File: config.mk
export PLATFORM = sky130hd
export DESIGN_NAME = reg_delay_var
export DESIGN_NICKNAME = d
export VERILOG_FILES = /design/src/rtl/reg_delay_pkg.sv /design/src/rtl/reg_delay_stage.sv /design/src/rtl/reg_delay_var.sv
export SDC_FILE = /design/constraint.sdc
export NUM_CORES = 1
export LEC_CHECK = 0
export BUFFER_PORTS_ARGS = -buffer_cell sky130_fd_sc_hd__buf_2
export CELL_PAD_IN_SITES_DETAIL_PLACEMENT = 0
export CELL_PAD_IN_SITES_GLOBAL_PLACEMENT = 1
export CORE_MARGIN = 5
export CORE_UTILIZATION = 47
export DETAILED_ROUTE_END_ITERATION = 7
export GPL_TIMING_DRIVEN = 1
export HOLD_SLACK_MARGIN = 0.05
export PLACE_DENSITY = 0.91
export SKIP_CTS_REPAIR_TIMING = 1
export SYNTH_ARGS = -nofsm -noshare
export SYNTH_HDL_FRONTEND = slang
export SYNTH_SLANG_ARGS = --single-unit
export TNS_END_PERCENT = 30
File: constraint.sdc
create_clock -name clk -period 2.77 [get_ports clk]
set_input_delay 0.277 -clock clk [delete_from_list [all_inputs] [get_ports clk]]
set_output_delay 0.277 -clock clk [all_outputs]
set_load 0.01 [all_outputs]
File: src/rtl/reg_delay_pkg.sv
// Shared helpers for the runtime-selectable delay line.
package reg_delay_pkg;

    // Width needed to encode a delay in 0..max_depth.
    function automatic int unsigned delay_w(input int unsigned max_depth);
        return $clog2(max_depth + 1);
    endfunction

    // Map a requested delay onto the legal range 1..max_depth.
    function automatic int unsigned clamp_delay(input int unsigned sel,
                                                input int unsigned max_depth);
        if (sel == 0) begin
            return 1;
        end else if (sel > max_depth) begin
            return max_depth;
        end else begin
            return sel;
        end
    endfunction

endpackage

File: src/rtl/reg_delay_stage.sv
// One {valid, data} register stage of the delay line, frozen when ce is low.
module reg_delay_stage #(
    parameter int unsigned WIDTH = 18
) (
    input  logic             clk,
    input  logic             reset,
    input  logic             ce,
    input  logic             in_valid,
    input  logic [WIDTH-1:0] in_data,
    output logic             out_valid,
    output logic [WIDTH-1:0] out_data
);

    logic             valid_d, valid_q;
    logic [WIDTH-1:0] data_d, data_q;

    // Load from the previous stage on enabled cycles, hold otherwise.
    always_comb begin
        valid_d = valid_q;
        data_d  = data_q;
        if (ce) begin
            valid_d = in_valid;
            data_d  = in_data;
        end
    end

    // Stage register with synchronous clear.
    always_ff @(posedge clk) begin
        if (reset) begin
            valid_q <= 1'b0;
            data_q  <= '0;
        end else begin
            valid_q <= valid_d;
            data_q  <= data_d;
        end
    end

    assign out_valid = valid_q;
    assign out_data  = data_q;

endmodule

File: src/rtl/reg_delay_var.sv
// Multi-lane delay line with a runtime-selectable tap and output masking while
// the line refills after a delay change.
module reg_delay_var
    import reg_delay_pkg::*;
#(
    parameter int unsigned DATA_WIDTH    = 18,
    parameter int unsigned LANES         = 1,
    parameter int unsigned MAX_DEPTH     = 8,
    parameter int unsigned DEFAULT_DELAY = 8,
    localparam int unsigned DW           = delay_w(MAX_DEPTH),
    localparam int unsigned W            = LANES * DATA_WIDTH
) (
    input  logic          clk,
    input  logic          reset,
    input  logic          ce,
    input  logic          in_valid,
    input  logic [W-1:0]  in_data,
    input  logic [DW-1:0] delay_sel,
    output logic          out_valid,
    output logic [W-1:0]  out_data,
    output logic [DW-1:0] delay_active,
    output logic          settling
);

    // Index 0 is the input; index k is the output of physical stage k.
    logic         stage_valid [MAX_DEPTH+1];
    logic [W-1:0] stage_data  [MAX_DEPTH+1];

    assign stage_valid[0] = in_valid;
    assign stage_data[0]  = in_data;

    for (genvar k = 1; k <= MAX_DEPTH; k++) begin : g_stage
        reg_delay_stage #(
            .WIDTH (W)
        ) u_stage (
            .clk       (clk),
            .reset     (reset),
            .ce        (ce),
            .in_valid  (stage_valid[k-1]),
            .in_data   (stage_data[k-1]),
            .out_valid (stage_valid[k]),
            .out_data  (stage_data[k])
        );
    end

    logic [DW-1:0] sel_clamped;
    logic [DW-1:0] active_d, active_q;
    logic [DW-1:0] settle_d, settle_q;
    logic          change;

    // Clamp the requested delay into 1..MAX_DEPTH.
    always_comb begin
        sel_clamped = DW'(clamp_delay(int'(delay_sel), MAX_DEPTH));
    end

    // Track delay changes and count enabled edges until the tap holds a post-change word.
    always_comb begin
        active_d = active_q;
        settle_d = settle_q;
        change   = (sel_clamped != active_q);
        if (change) begin
            active_d = sel_clamped;
            settle_d = sel_clamped;
        end
        // An enabled change edge already moves the word it accepts into stage 1,
        // so it counts as the first refill step.
        if (ce && settle_d != '0) begin
            settle_d = settle_d - 1'b1;
        end
    end

    // Delay and settle-counter registers; reset wins over ce and delay changes.
    always_ff @(posedge clk) begin
        if (reset) begin
            active_q <= DW'(DEFAULT_DELAY);
            settle_q <= '0;
        end else begin
            active_q <= active_d;
            settle_q <= settle_d;
        end
    end

    logic         tap_valid;
    logic [W-1:0] tap_data;

    // Output tap mux selecting stage delay_active.
    always_comb begin
        tap_valid = stage_valid[1];
        tap_data  = stage_data[1];
        for (int unsigned k = 1; k <= MAX_DEPTH; k++) begin
            if (active_q == DW'(k)) begin
                tap_valid = stage_valid[k];
                tap_data  = stage_data[k];
            end
        end
    end

    assign settling     = (settle_q != '0);
    assign out_valid    = tap_valid & ~settling;
    assign out_data     = tap_data;
    assign delay_active = active_q;

endmodule

==> reports/results.tsv <==
stage	metric	value	unit
yosys	ys_warn_count	0	
power_and_ir_drop	vdd.ir_drop.worst	0.439	mV
cts	tritoncts	built	
yosys	ys_top_cells_by_area	dfxtp_1 (45%), mux2i_1 (27%), nor2_1 (9.6%), clkbuf_1 (2.3%), a211oi_1 (1.8%)	
sta	fmax	0.373	GHz
layout	final_cells	1009	
route	drt_pass1_iterations	5	
global_route	grt_overflow	0	
flow_run	cap_violations	0	
route	final_antenna_net_count	0	
critical_path	cp_max_fo	7	
critical_path	endpoint_kind	primary output	
route	route.final.wire_length	15.8	mm
route	avgViaCountPerCell	5.32	
yosys	yosys_register_bits	160	
place	hpwl	10.3	mm
floorplan	rows	45	
yosys	synth_flop_cell	dfxtp_1	
yosys	syn_nets	794	
yosys	ys_seq_area_share	44.9	%
sta	rsz0062_at_grt	true	
route	wl_per_cell	15.7	um
layout	final_common_cell	mux2i_1	
layout	n_antenna_cell	0	
layout	layout_common_cells	mux2i_1 (190), nor2_1 (183), dfxtp_1 (159)	
layout	nNetsFinal	835	
global_route	grt_pass1_vias	5174	
place	io_buffers	49	
floorplan	dieArea	17700	um2
critical_path	startpoint	delay_active[2]$_SDFFE_PP0N_	
layout	seq_area	3200	um2
sta	slew-limit-headroom	58.3	%
floorplan	core_area	15000	um2
floorplan	die_h	133	um
cts	clk_pin_slew_worst_paths	60	ps
floorplan	pin_count	50	
place	post-place-ws	178	ps
global_route	grt_start_max_net_pins	73	
floorplan	start_util	47.4	%
cts	cts_buffer_depth	2	
sta	hold_violations	0	
critical_path	required	2490	ps
critical_path	critical_path_class	register to primary output	
power_and_ir_drop	pwr_density_cell	647	nW/um2
cts	clock-sinks	160	
yosys	synth_cells	767	
global_route	grt_pass1_wl	26.2	mm
route	drc	0	
power_and_ir_drop	finalPower	5.42	mW
yosys	synth_top_area_cell	dfxtp_1	
sta	fin_ws	91.1	ps
route	drt_iter0_drc	467	
global_route	grt_antenna_before_repair	0	
layout	multi_input_area	3740	um2
power_and_ir_drop	leakage	3.59	nW
place	place_inst	971	
critical_path	start_kind	register	
yosys	ys_types	50	
global_route	grt_usage	18.1	%
cts	cts_buffers	17	
cts	clk_latency	430	ps
sta	fin_crit_sh	96.7	%
status	outcome	complete, no violations	
sta	tns	0	ps
yosys	synth.cell_area	7130	um2
layout	layout-drive-gt1-share	17.1	%
layout	fillerInstances	1312	
cts	cts_max_level	4	
route	vias	5367	
critical_path	rrSetupSlack	330	ps
sta	fin_hold_ws	84.9	ps
sta	fin_crit	2680	ps
yosys	synthArstFlopShare	0	%
floorplan	dieWidth	133	um
sta	clock_skew	6.28	ps
sta	setup_viol	0	
cts	clockRootBuffer	clkbuf_16	
layout	area_growth	17.6	%
yosys	yosysTopAreaCellShare	44.9	%
hold_path	hold_class	primary input to register	
sta	finalMaxSlewViolations	0	
critical_path	arrival	2400	ps
yosys	postSynthAreaPerCell	9.30	um2
critical_path	reg2reg_from	delay_active[3]$_SDFFE_PP1N_	
hold_path	min-delay-start	in_data[4]	
yosys	synth_edf_count	0	
sta	worstMarginPinSlew	626	ps
place	globalplace.congestion	0.815	
==> per-stage QoR <==
| stage | instance area (um2) | util, % |
|---|---|---|
| after floorplan | 7130 | - |
| after global placement | 7580 | 50.4 |
| after detailed placement | 7580 | 50.4 |
| after CTS | 8240 | 54.8 |
| after global routing | 8380 | 55.8 |
| final | 8380 | 55.8 |
==> registers in the layout, summed over array words and instances, names as in the netlist <==
register and count:
g_stage.u_stage.out_data 144, g_stage.u_stage.out_valid 8, delay_active 4, settle_q 4
==> final timing paths <==
| kind | depth (start not counted) | to |
|---|---|---|
| min reg2reg | 2 | g_stage[8].u_stage.out_data[11]$_SDFFE_PP0P_ |
| max | 8 | out_data[9] |
| min | 3 | g_stage[1].u_stage.out_data[4]$_SDFFE_PP0P_ |
| max reg2reg | 11 | settle_q[1]$_SDFF_PP0_ |
==> where the power goes <==
| part | switching, mW | leakage, nW | internal (mW) |
|---|---|---|---|
| logic | 0.261 | 1.98 | 0.195 |
| clock network | 0.936 | 0.320 | 1.65 |
| registers | 0.0386 | 1.30 | 2.34 |
| total | 1.24 | 3.59 | 4.19 |
==> final cells by class <==
cell class / instances / share of cell area (%)
clock buffers: 19 / 5.40
clock inverters: 13 / 2.46
inverters: 6 / 0.269
multi-input cells: 544 / 44.6
flip-flops and latches: 160 / 38.2
well taps: 188 / 2.81
repair buffers: 79 / 6.22
==> metal layers <==
metal  global-route usage (%)  routed length (um)
met1                     26.4                8210
met2                     26.6                6780
met3                     4.15                 607
met4                     5.94                 221
met5                        0                   0
==> cells in the mapped netlist (2+ instances only) <==
| cell | count |
|---|---|
| mux2_2 | 2 |
| and2_1 | 2 |
| nor2_1 | 183 |
| a21oi_1 | 23 |
| nor2b_1 | 2 |
| nand2b_1 | 4 |
| and3_1 | 2 |
| buf_2 | 4 |
| a31oi_1 | 3 |
| o21ai_0 | 18 |
| inv_1 | 5 |
| o21ai_1 | 17 |
| dfxtp_1 | 160 |
| buf_1 | 7 |
| o22ai_1 | 18 |
| nor3b_1 | 2 |
| xnor2_1 | 5 |
| nand3_1 | 4 |
| a211oi_1 | 17 |
| a21o_1 | 2 |
| mux2i_1 | 190 |
| o211ai_1 | 2 |
| clkbuf_1 | 43 |
| buf_6 | 2 |
| nand2_1 | 25 |
==> worst max-delay path: stages, from the launching register on <==
cell and delay [ps]:
dfxtp_1 360, or3b_4 440, nor2_8 190, buf_6 150
mux2i_1 100, a211oi_2 260, o22ai_1 120, o21ai_1 180
buf_2 180
==> cell families after synthesis <==
logic type / share of synthesized area (%)
adders and majority gates: 0.175
xor gates and xnor gates: 0.737
DFF: 44.9
AOI/OAI and AO/OA: 9.93
and+or+nand+nor: 13.4
buffers and inverters: 3.83
muxes: 27.0
No activity file was read; power rests on OpenSTA's default activity.
